**config.mk**
```make
export PLATFORM = sky130hd
export DESIGN_NAME = cmd_cfg
export DESIGN_NICKNAME = d
export VERILOG_FILES = /design/src/rtl/cmd_cfg.sv
export SDC_FILE = /design/constraint.sdc
export NUM_CORES = 1
export LEC_CHECK = 0
export ABC_AREA = 0
export CORE_MARGIN = 4
export CORE_UTILIZATION = 58
export CTS_CLUSTER_DIAMETER = 40
export DETAILED_ROUTE_END_ITERATION = 8
export PLACE_DENSITY = 0.95
export SLEW_MARGIN = 10
export SYNTH_ARGS = -nofsm -noshare
export SYNTH_HDL_FRONTEND = slang
export SYNTH_SLANG_ARGS = --single-unit
```
**constraint.sdc**
```tcl
create_clock -name clk -period 6.9 [get_ports clk]
set_clock_uncertainty 0.2 [all_clocks]
set_input_delay 0.69 -clock clk [delete_from_list [all_inputs] [get_ports clk]]
set_output_delay 0.69 -clock clk [all_outputs]
set_load 0.05 [all_outputs]
```
**src/rtl/cmd_cfg.sv**
```systemverilog
// Command decoder and configuration state for the flight controller.
// Consumes UART command frames, holds setpoints, sequences calibration and battery reads.
module cmd_cfg #(
    parameter int FAST_SIM = 0,
    parameter int SPIN_W   = 26,
    parameter int WD_W     = 28
) (
    input  logic               clk,
    input  logic               rst_n,
    input  logic               cmd_rdy,
    input  logic [7:0]         cmd,
    input  logic [15:0]        data,
    output logic               clr_cmd_rdy,
    output logic [7:0]         resp,
    output logic               send_resp,
    input  logic [7:0]         batt,
    output logic               strt_cnv,
    input  logic               cnv_cmplt,
    output logic signed [15:0] d_ptch,
    output logic signed [15:0] d_roll,
    output logic signed [15:0] d_yaw,
    output logic [8:0]         thrst,
    output logic               strt_cal,
    output logic               inertial_cal,
    input  logic               cal_done,
    output logic               motors_off
);

    localparam int SPIN_BITS = (FAST_SIM != 0) ? 9 : SPIN_W;
    localparam int WD_BITS   = (FAST_SIM != 0) ? 12 : WD_W;

    localparam logic [SPIN_BITS-1:0] SPIN_ONE = {{(SPIN_BITS-1){1'b0}}, 1'b1};
    localparam logic [WD_BITS-1:0]   WD_ONE   = {{(WD_BITS-1){1'b0}}, 1'b1};

    localparam logic [7:0] OP_REQ_BATT  = 8'h01;
    localparam logic [7:0] OP_SET_PTCH  = 8'h02;
    localparam logic [7:0] OP_SET_ROLL  = 8'h03;
    localparam logic [7:0] OP_SET_YAW   = 8'h04;
    localparam logic [7:0] OP_SET_THRST = 8'h05;
    localparam logic [7:0] OP_CALIBRATE = 8'h06;
    localparam logic [7:0] OP_EMER_LAND = 8'h07;
    localparam logic [7:0] OP_MTRS_OFF  = 8'h08;

    localparam logic [7:0] RESP_ACK  = 8'hA5;
    localparam logic [7:0] RESP_NACK = 8'hEE;

    typedef enum logic [2:0] {
        ST_IDLE,
        ST_SPIN,
        ST_CAL,
        ST_BATT,
        ST_RESP
    } state_t;

    state_t r_state;
    state_t w_state_next;

    logic [15:0]          r_ptch;
    logic [15:0]          r_roll;
    logic [15:0]          r_yaw;
    logic [8:0]           r_thrst;
    logic                 r_motors_off;
    logic [7:0]           r_resp;
    logic                 r_strt_cnv;
    logic [SPIN_BITS-1:0] r_spin_cnt;
    logic [WD_BITS-1:0]   r_wd_cnt;
    logic                 r_wd_fired;

    logic w_accept;
    logic w_send_resp;
    logic w_strt_cal;
    logic w_inertial_cal;
    logic w_spin_tc;
    logic w_wd_tc;
    logic w_wd_expire;

    assign w_spin_tc = &r_spin_cnt;
    assign w_wd_tc   = &r_wd_cnt;

    // Watchdog zeroes the setpoints once per saturation; a command in the same cycle wins.
    assign w_wd_expire = (r_state == ST_IDLE) && w_wd_tc && !r_wd_fired && !w_accept;

    always_ff @(posedge clk or negedge rst_n) begin
        if (!rst_n) begin
            r_state <= ST_IDLE;
        end else begin
            r_state <= w_state_next;
        end
    end

    always_comb begin
        w_state_next   = r_state;
        w_accept       = 1'b0;
        w_send_resp    = 1'b0;
        w_strt_cal     = 1'b0;
        w_inertial_cal = 1'b0;
        case (r_state)
            ST_IDLE: begin
                if (cmd_rdy) begin
                    w_accept = 1'b1;
                    case (cmd)
                        OP_REQ_BATT:  w_state_next = ST_BATT;
                        OP_CALIBRATE: w_state_next = ST_SPIN;
                        default:      w_state_next = ST_RESP;
                    endcase
                end
            end
            ST_SPIN: begin
                if (w_spin_tc) begin
                    w_strt_cal   = 1'b1;
                    w_state_next = ST_CAL;
                end
            end
            ST_CAL: begin
                w_inertial_cal = 1'b1;
                if (cal_done) begin
                    w_state_next = ST_RESP;
                end
            end
            ST_BATT: begin
                if (cnv_cmplt) begin
                    w_state_next = ST_RESP;
                end
            end
            ST_RESP: begin
                w_send_resp  = 1'b1;
                w_state_next = ST_IDLE;
            end
            default: begin
                w_state_next = ST_IDLE;
            end
        endcase
    end

    always_ff @(posedge clk or negedge rst_n) begin
        if (!rst_n) begin
            r_ptch       <= '0;
            r_roll       <= '0;
            r_yaw        <= '0;
            r_thrst      <= '0;
            r_motors_off <= 1'b1;
        end else if (w_accept) begin
            case (cmd)
                OP_SET_PTCH:  r_ptch  <= data;
                OP_SET_ROLL:  r_roll  <= data;
                OP_SET_YAW:   r_yaw   <= data;
                OP_SET_THRST: r_thrst <= data[8:0];
                OP_CALIBRATE: begin
                    r_ptch       <= '0;
                    r_roll       <= '0;
                    r_yaw        <= '0;
                    r_thrst      <= '0;
                    r_motors_off <= 1'b0;
                end
                OP_EMER_LAND: begin
                    r_ptch  <= '0;
                    r_roll  <= '0;
                    r_yaw   <= '0;
                    r_thrst <= '0;
                end
                OP_MTRS_OFF: begin
                    r_motors_off <= 1'b1;
                    r_thrst      <= '0;
                end
                default: ;
            endcase
        end else if (w_wd_expire) begin
            r_ptch  <= '0;
            r_roll  <= '0;
            r_yaw   <= '0;
            r_thrst <= '0;
        end
    end

    // Response byte: ack/nack decided at acceptance, otherwise set when CAL or BATT finish.
    always_ff @(posedge clk or negedge rst_n) begin
        if (!rst_n) begin
            r_resp <= '0;
        end else if (w_accept) begin
            case (cmd)
                OP_REQ_BATT, OP_CALIBRATE: r_resp <= r_resp;
                OP_SET_PTCH, OP_SET_ROLL, OP_SET_YAW, OP_SET_THRST,
                OP_EMER_LAND, OP_MTRS_OFF: r_resp <= RESP_ACK;
                default:                   r_resp <= RESP_NACK;
            endcase
        end else if ((r_state == ST_CAL) && cal_done) begin
            r_resp <= RESP_ACK;
        end else if ((r_state == ST_BATT) && cnv_cmplt) begin
            r_resp <= batt;
        end
    end

    always_ff @(posedge clk or negedge rst_n) begin
        if (!rst_n) begin
            r_strt_cnv <= 1'b0;
        end else begin
            r_strt_cnv <= w_accept && (cmd == OP_REQ_BATT);
        end
    end

    always_ff @(posedge clk or negedge rst_n) begin
        if (!rst_n) begin
            r_spin_cnt <= '0;
        end else if (w_accept && (cmd == OP_CALIBRATE)) begin
            r_spin_cnt <= '0;
        end else if (r_state == ST_SPIN) begin
            r_spin_cnt <= r_spin_cnt + SPIN_ONE;
        end
    end

    always_ff @(posedge clk or negedge rst_n) begin
        if (!rst_n) begin
            r_wd_cnt   <= '0;
            r_wd_fired <= 1'b0;
        end else if (w_accept) begin
            r_wd_cnt   <= '0;
            r_wd_fired <= 1'b0;
        end else begin
            if (!w_wd_tc) begin
                r_wd_cnt <= r_wd_cnt + WD_ONE;
            end
            if (w_wd_expire) begin
                r_wd_fired <= 1'b1;
            end
        end
    end

    assign clr_cmd_rdy  = w_accept;
    assign send_resp    = w_send_resp;
    assign strt_cal     = w_strt_cal;
    assign inertial_cal = w_inertial_cal;
    assign strt_cnv     = r_strt_cnv;
    assign resp         = r_resp;
    assign d_ptch       = r_ptch;
    assign d_roll       = r_roll;
    assign d_yaw        = r_yaw;
    assign thrst        = r_thrst;
    assign motors_off   = r_motors_off;

endmodule
```
==> metrics.md <==
| Metric | Value |
|---|---|
| Worst r2r path cells | `6` |
| Overall routing resource usage | `slightly above 30%` |
| Status | `finished, violations left` |
| Post-CTS Setup Inserts | `0` |
| Initial Utilization | `between 50% and 60%` |
| Clock buffer count from CTS | `17` |
| Fin crit share | `between 60% and 70%` |
| Crit. End Element | `output pin` |
| Clk buf depth | `2` |
| Final setup violation count | `0` |
| I/O Pins | `between 100 and 150` |
| Avg Synthesized Cell Area | `10.0 um2` |
| Fillcell total | `666` |
| Top cell type's share of synthesized area | `48.3%` |
| Fin Setup TNS | `0 ns` |
| Leakage | `a little under 3 nW` |
| Critical path class | `register to output pin` |
| Final net count | `between 700 and 800` |
| Synth cell types | `56` |
| Max-Cap Viols | `0` |
| Netlist Area Pre-Place | `around 0.0064 mm2` |
| CTS tree | `done` |
| CP arrival | `around 3.8 ns` |
| Peak VDD IR | `roughly 0.21 mV` |
| Flop-to-flop setup slack | `2.99 ns` |
| Ant diodes | `0` |
| Number of synthesis warnings | `0` |
| WL/cell | `about 22 um` |
| Via density | `roughly 6.9` |
| RSZ-0062 raised after global routing | `false` |
| Post-synth top cells | `dfrtp_1 (124), and2_1 (60), a221o_1 (57)` |
| Largest net degree at the start of global routing | `74` |
| Violated checks | `hold timing` |
| # resized after CTS | `0` |
| Hold buffers post-CTS | `0` |
| Post-synth EDFFs | `0` |
| # DRC | `0` |
| Pwr/cell area | `~320 mW/mm2` |
| Routed Antenna Nets | `0` |
| Yosys reg bits | `125` |
| Row cnt | `38` |
| Layout cell share with drive strength beyond 1 | `around 8.4%` |
| Crit path from | `r_state[0]` |
| Clock latency on the worst-skew pair | `~0.54 ns` |
| Initial antenna violation count | `0` |
| Initial DRC count | `782` |
| Post-synth ARST share | `100%` |
| Main synth FF type | `dfrtp_1` |
| First-pass GRT wire length | `~32 mm` |
| Req. time, crit path | `approximately 6.0 ns` |
| Hold Slack | `-0.00465 ns` |
| Final HPWL DP | `around 12 mm` |
| Worst slew margin | `23.2%` |
| Synthesis-to-layout area growth | `27.1%` |
| Final Cell Area | `between 0.008 and 0.009 mm2` |
| Ranking of synthesized cells by area | `dfrtp_1 (48%), a221o_1 (8.9%), and2_1 (5.8%)` |
| Placed Area | `between 0.007 and 0.008 mm2` |
| Final min period | `around 4.7 ns` |
| Core area | `~0.011 mm2` |
| Sequential fraction of the synthesis area | `48.7%` |
| Max Freq | `roughly 210 MHz` |
| CTS Sinks | `~130` |
| Pre-antenna DRT Iters | `9` |
| Fin. max-slew vios | `0` |
| CTS root buf | `clkbuf_8` |
| Worst-Margin Slew | `between 1 and 1.5 ns` |
| HP Class | `input port to async pin` |
| Cell with the most instances after synthesis | `dfrtp_1` |
| Htree depth | `4` |
| CP Launch Type | `register` |
| Vias | `between 6000 and 7000` |
| Crit path max fanout | `17` |
| Total nets after synthesis | `slightly below 700` |
| Yosys top cell by area | `dfrtp_1` |
| Gate Count Post-Synth | `642` |
| Die height | `113 um` |
| Die area | `between 0.01 and 0.015 mm2` |
| Hold violation count in the final report | `4` |
| Total power | `2.63 mW` |
| Clock transition at path regs | `around 0.06 ns` |
| GP Congestion | `between 0.9 and 1` |
| Vias in the first global route | `~6100` |
| IO Port Bufs | `roughly 110` |
| Total Wirelength | `approximately 20 mm` |
| R2r startpoint | `r_state[0]` |
| Remaining Overflow, GRT | `0` |
| Die W | `about 110 um` |
cells by family (layout without fill, tap and decap cells):
logic type | count (synthesis) | after routing | synth area share [%]
adders and majority gates | 2 | 2 | 0.389
buffers and inverters | 57 | 162 | 3.60
and+or+nand+nor | 268 | 268 | 24.2
DFF | 125 | 125 | 48.7
xor gates and xnor gates | 6 | 6 | 0.817
AOI/OAI and AO/OA | 173 | 173 | 20.6
muxes | 11 | 11 | 1.71
area by class of cell:
type                    count  area, um2  share of cell area (%)
repair buffers            118       1150                    14.1
clock buffers              18        428                    5.24
clock inverters            12        148                    1.81
inverters                  14       52.6                   0.643
well taps                 140        175                    2.14
flip-flops and latches    125       3130                    38.3
multi-input cells         460       3090                    37.8
worst max-delay path, stage by stage (launching register included):
cell and delay, ns:
dfrtp_1 0.52, nor3b_1 0.54, nand4_1 0.68, nor4_1 0.62, clkdlybuf4s50_1 0.90
cell usage in the layout (no fill, tap or decap), types with 3 or more instances in the layout:
cell type        synthesis  layout
a2111o_1                 6       6
a2111oi_0                3       3
a21oi_1                 39      39
a221o_1                 57      57
a22oi_1                  3       3
a31oi_1                  5       5
and2_1                  60      60
and3_1                   3       3
and4_1                  10      10
buf_4                    1      12
bufinv_16                0       3
clkbuf_16                0      16
clkdlybuf4s50_1          0     106
clkinv_2                 0       5
dfrtp_1                124     124
inv_1                   14      14
mux2i_1                 11      11
nand2_1                 45      45
nand2b_1                 3       3
nand3_1                 26      26
nand4_1                 22      22
nor2_1                  16      15
nor2b_1                  4       4
nor3_1                  15      12
nor3_2                   0       3
nor3b_1                  3       3
nor4_1                  13      13
o21a_1                   3       3
o21ai_0                 22      22
o22a_1                   4       4
o31ai_1                 15      15
or2_2                   13      13
or3_1                    9       9
or4_1                   17      17
xnor2_1                  3       3
xor2_1                   3       3
per-stage QoR:
stage               setup slack [ns]  cells  util, %
global placement                2.58    857     70.0
CTS                             2.25    887     75.3
detailed placement              2.51    857     70.0
global route                    1.80    887     75.4
floorplan                       3.16    642        -
finish                          2.22    887     75.4
metal layers:
layer,vias to the layer above,share of wire (%),track usage [%]
met5,-,0,0
met4,0,3.5,14.7
met3,68,7.9,8.40
met2,376,52,52.1
met1,2976,37,37.0
li1,2669,-,-
worst paths after layout:
check                                  to
max                              strt_cal
min                        r_spin_cnt[20]
max reg2reg                     d_yaw[11]
min reg2reg                    r_wd_fired
max in group asynchronous    r_wd_cnt[16]
min in group clk               r_wd_fired
flip-flops by register name (all words and copies together), names as in the netlist:
signal,count
r_wd_cnt,28
d_yaw,16
r_spin_cnt,26
d_ptch,16
strt_cnv,1
thrst,9
r_wd_fired,1
d_roll,16
resp,8
r_state,3
motors_off,1
power breakdown:
group / switching, mW / internal, mW / leakage, nW
registers: 0.106 / 0.825 / 1.32
clock network: 0.337 / 0.553 / 0.282
logic: 0.490 / 0.318 / 1.35
total: 0.933 / 1.70 / 2.95
Note: power is estimated with default switching activity, not from simulation.
